File: config.mk
export PLATFORM = sky130hd
export DESIGN_NAME = sine_rom_seq
export DESIGN_NICKNAME = d
export VERILOG_FILES = /design/src/rtl/sine_rom_seq.sv
export SDC_FILE = /design/constraint.sdc
export NUM_CORES = 1
export LEC_CHECK = 0
export ABC_CLOCK_PERIOD_IN_PS = 2700
export CAP_MARGIN = 0
export CORE_MARGIN = 4
export CORE_UTILIZATION = 50
export CTS_CLUSTER_DIAMETER = 120
export DETAILED_ROUTE_END_ITERATION = 16
export GPL_TIMING_DRIVEN = 1
export PLACE_DENSITY = 0.79
export SLEW_MARGIN = 20
export SYNTH_ARGS = -nofsm -noshare
export SYNTH_HDL_FRONTEND = slang
export SYNTH_SLANG_ARGS = --single-unit
export TNS_END_PERCENT = 20
File: constraint.sdc
create_clock -name clk -period 2.7 [get_ports clk]
set_clock_uncertainty 0.2 [all_clocks]
set_input_delay 0.405 -clock clk [delete_from_list [all_inputs] [get_ports clk]]
set_output_delay 0.405 -clock clk [all_outputs]
set_load 0.03 [all_outputs]
File: src/rtl/sine_rom_seq.sv
// Sine sample sequencer. A phase accumulator walks a quarter-wave
// magnitude ROM. Quadrant folding of the address and negation of the
// magnitude rebuild a full signed sine. Samples leave through a
// valid/ready register stage.
//
// state | meaning
// IDLE  | waiting for start; sample register keeps its last value
// RUN   | stepping the phase and presenting one sample per handshake
// DRAIN | stop seen while a sample was still pending; waiting for ready
//
// The quadrant/index decode needs PHASEW >= ADDRW+2.
module sine_rom_seq #(
   parameter int WIDTH  = 8,
   parameter int ADDRW  = 8,
   parameter int PHASEW = 16
) (
   input  logic              clk,
   input  logic              rst_n,
   input  logic              start,
   input  logic              stop,
   input  logic [PHASEW-1:0] freq_word,
   output logic [ADDRW-1:0]  rom_addr,
   input  logic [WIDTH-1:0]  rom_data,
   output logic [WIDTH:0]    sample,
   output logic              sample_valid,
   input  logic              sample_ready,
   output logic              busy
);

   typedef enum logic [1:0] {
      IDLE  = 2'd0,
      RUN   = 2'd1,
      DRAIN = 2'd2
   } state_t;

   state_t             state_q;
   state_t             state_nxt;
   logic [PHASEW-1:0]  phase_q;
   logic [PHASEW-1:0]  freq_q;
   logic [1:0]         quad;
   logic [ADDRW-1:0]   idx;
   logic [WIDTH:0]     rom_ext;
   logic [WIDTH:0]     sample_nxt;
   logic               can_adv;
   logic               accept;
   logic               advance;
   logic               clr_valid;

   // Quadrants 1 and 3 walk the table backwards; 2 and 3 are negated.
   assign quad       = phase_q[PHASEW-1 -: 2];
   assign idx        = phase_q[PHASEW-3 -: ADDRW];
   assign rom_addr   = quad[0] ? ~idx : idx;
   assign rom_ext    = {1'b0, rom_data};
   assign sample_nxt = quad[1] ? ({(WIDTH+1){1'b0}} - rom_ext) : rom_ext;

   // The output slot is free when it is empty or is being taken this cycle.
   assign can_adv = !sample_valid || sample_ready;
   assign busy    = (state_q != IDLE);

   // State register.
   always_ff @(posedge clk or negedge rst_n) begin
      if (!rst_n) begin
         state_q <= IDLE;
      end else begin
         state_q <= state_nxt;
      end
   end

   // Next-state and datapath strobes; stop takes priority over advancing.
   always_comb begin
      state_nxt = state_q;
      accept    = 1'b0;
      advance   = 1'b0;
      clr_valid = 1'b0;
      case (state_q)
         IDLE: begin
            if (start && !stop) begin
               state_nxt = RUN;
               accept    = 1'b1;
            end
         end
         RUN: begin
            if (stop) begin
               if (can_adv) begin
                  state_nxt = IDLE;
                  clr_valid = 1'b1;
               end else begin
                  state_nxt = DRAIN;
               end
            end else if (can_adv) begin
               advance = 1'b1;
            end
         end
         DRAIN: begin
            if (sample_ready) begin
               state_nxt = IDLE;
               clr_valid = 1'b1;
            end
         end
         default: state_nxt = IDLE;
      endcase
   end

   // Phase accumulator and output register. The sample register is left
   // alone outside an advance so its last value stays visible in IDLE.
   always_ff @(posedge clk or negedge rst_n) begin
      if (!rst_n) begin
         phase_q      <= '0;
         freq_q       <= '0;
         sample       <= '0;
         sample_valid <= 1'b0;
      end else begin
         if (accept) begin
            phase_q <= '0;
            freq_q  <= freq_word;
         end
         if (advance) begin
            sample       <= sample_nxt;
            sample_valid <= 1'b1;
            phase_q      <= phase_q + freq_q;
         end
         if (clr_valid) begin
            sample_valid <= 1'b0;
         end
      end
   end

endmodule

==> impl_metrics.json <==
{
  "yosysTopAreaCellShare_pct": 42.0,
  "synth_area_per_cell_sq_um": 10.4,
  "critPathSlowestCell": "or4_1",
  "slew_violations": 0,
  "critPathBufInv": 0,
  "ys.flop_type": "dfrtp_1",
  "synth_edf_count": 0,
  "wl_mm": 5.26,
  "gp_congestion": 0.831,
  "yosys_warnings": 0,
  "cpPeakStageDelay_ns": 0.48,
  "ys_async_sr_fraction_pct": 100,
  "p_sw_share_pct": 44.6,
  "synth.top_cells.by_area": "dfrtp_1, ha_1, mux2_2",
  "layout.nets": 350,
  "drc": 0,
  "fmax_ghz": 0.387,
  "via_per_inst": 5.45,
  "grt_pass1_wl_mm": 9.20,
  "min_period_ns": 2.59,
  "route.vias.total": 2027,
  "grt_pass1_vias": 2055,
  "fin_crit_sh_pct": 95.8,
  "yosys.area.top_type": "dfrtp_1",
  "clk_path_buf_depth": 2,
  "clk_pin_slew_worst_paths_ns": 0.09,
  "p_seq_share_pct": 28.4,
  "antenna_found_initial": 0,
  "drtIter0Drc": 78,
  "r2r_cells": 8,
  "worst_slack_ns": 0.114,
  "power.density_nw_per_um2": 1320,
  "final_util_pct": 64.2,
  "track_usage_pct": 18.0,
  "htreeDepth": 2,
  "hold_class": "in2async",
  "drive_gt1_share_pct": 13.6,
  "yosysSeqAreaShare_pct": 42.0,
  "holdWs_ns": 0.309,
  "tightest_slew_ns": 1.11,
  "crit_path_start": "phase_q[7]",
  "endpoint_kind": "flop",
  "total_leakage_power_uw": 0.00147,
  "cp.required_ns": 2.73,
  "cts_setup_buffers": 0,
  "synth_cell_types": 41,
  "p_sw_uw": 1920,
  "grt_start_max_net_pins": 36,
  "cts_tree": "yes",
  "slew_headroom_pct": 26.1,
  "cap_violations": 0,
  "rows": 26,
  "finalSetupViolCount": 0,
  "rsz0062_at_grt": "false",
  "cts_buffers": 5,
  "tns_ns": 0,
  "wl_per_cell_microns": 14.1,
  "synth_commonest_cells": "dfrtp_1, a21oi_1, ha_1",
  "grt_remaining_overflow": 0,
  "cts-root-buf": "clkbuf_8",
  "power_frac_comb_pct": 62.1,
  "nFillCells": 455,
  "fp.dieArea_sq_um": 6460,
  "num_io_pins": 48,
  "ys_ff_latch": 44,
  "area_delta_synth_final_pct": 25.2,
  "r2r-end": "phase_q[15]",
  "n_antenna_cell": 0,
  "dp_hpwl_mm": 3.93,
  "path_max_fanout": 5,
  "clock_sinks": 44,
  "place_ws_ns": 0.0300,
  "syn-cell-area_sq_um": 2620,
  "outcome": "completed",
  "start_util_pct": 51.3,
  "rrSetupSlack_ns": 0.11,
  "dr.pass1.iters": 4,
  "die_h_microns": 80.4,
  "clock_latency_ns": 0.30,
  "critical_path_class": "reg2reg",
  "irDropWorstVdd_v": 0.000615,
  "stdcell_count": 372,
  "synth_nets": 300,
  "start_kind": "flop",
  "dp.cells": 363,
  "worstReg2RegStart": "phase_q[7]",
  "p_clk_share_pct": 9.5,
  "synth_cells": 251,
  "hold_viol_final": 0,
  "fp.coreArea_sq_um": 5110,
  "intPower_uw": 2390,
  "seqCellArea_sq_um": 1100,
  "die_x_microns": 80.4,
  "crit_family": "simple AND/OR/NAND/NOR gates",
  "ant_nets": 0,
  "multiInputGateArea_sq_um": 1440,
  "port_buffers": 47,
  "cp.arrival_ns": 2.61,
  "cp_cell_sequence": "ha_2 > a21oi_2 > nand2_2 > a2111oi_4 > a211oi_2 > or4_1 > nand3_1 > mux2i_1",
  "synth_most_common_cell": "dfrtp_1"
}
[sequential cells by signal (all words and copies together) (netlist names)]
name          cells
sample            9
freq_q           16
phase_q          16
state_q           2
sample_valid      1
[metrics by stage]
| step | power (uW) | cell area, sq um |
|---|---|---|
| finish | 4310 | 3280 |
| global route | 4660 | 3280 |
| CTS | 4320 | 3270 |
| detailed placement | 3900 | 3170 |
| global placement | 3820 | 3170 |
| floorplan | 3100 | 2620 |
[cell families after synthesis]
family | count (synthesis) | share of synthesized area (%)
AND/OR/NAND/NOR | 51 | 9.89
multiplexers | 19 | 8.07
buffers and inverters | 24 | 3.44
flip-flops | 44 | 42.0
XOR/XNOR | 25 | 8.36
adder cells (fa/ha/maj) | 20 | 9.84
AO/OA/AOI/OAI | 68 | 18.3
[worst reg2reg max path, delay by kind of cell, from the launching register on]
family                     cells  cell delay (ns)
and+or+nand+nor                3             0.70
DFF                            1             0.42
muxes                          1             0.18
adders and majority gates      1             0.33
AOI/OAI and AO/OA              3             0.67
[power groups by stage]
| stage | Combinational, uW | Clock, uW | Sequential (uW) |
|---|---|---|---|
| 2_1_floorplan | 1820 | 0 | 1280 |
| 3_3_place_gp | 2600 | 0 | 1220 |
| 3_5_place_dp | 2670 | 0 | 1230 |
| 4_1_cts | 2680 | 418 | 1230 |
| 5_1_grt | 2940 | 450 | 1270 |
| 6_report | 2680 | 409 | 1220 |
[worst max-delay path by stage]
stage / endpoint / slack (ns) / cells after the start
3_3_place_gp: phase_q[15] / 0.14 / 8
4_1_cts: phase_q[15] / 0.009 / 8
2_1_floorplan: phase_q[15] / 0.20 / 8
5_1_grt: phase_q[15] / 0.01 / 8
3_5_place_dp: phase_q[15] / 0.03 / 8
6_report: phase_q[15] / 0.11 / 8
[final cells by class]
| cell class | count | share of cell area (%) |
|---|---|---|
| multi-input combinational | 183 | 43.9 |
| sequential | 44 | 33.6 |
| timing repair buffer | 52 | 15.4 |
| tap | 70 | 2.67 |
| clock buffer | 5 | 2.10 |
| inverter | 15 | 1.72 |
| clock inverter | 3 | 0.573 |
[metal layers]
metal | vias to the layer above | track usage (%) | wire, microns
li1 | 1002 | - | -
met1 | 969 | 22.4 | 2340
met2 | 51 | 31.3 | 2560
met3 | 5 | 4.37 | 309
met4 | 0 | 4.56 | 50
met5 | - | 0 | 0
[layout by cell type (no fill, tap or decap), types with 12 or more instances in the layout]
| cell | n |
|---|---|
| o21ai_0 | 13 |
| nand2_1 | 12 |
| dfrtp_1 | 44 |
| a21oi_1 | 19 |
| clkdlybuf4s50_1 | 46 |
| a22o_1 | 13 |
| inv_1 | 15 |
| xor2_1 | 17 |
| ha_1 | 18 |
| mux2_2 | 17 |
[what timing repair did]
action                                 4_1_cts  5_1_grt
setup endpoints to repair                    0        3
hold buffers                                 1        0
gates resized for setup                      0        4
endpoints found under the hold margin       12        0
No activity file was read; power rests on OpenSTA's default activity.
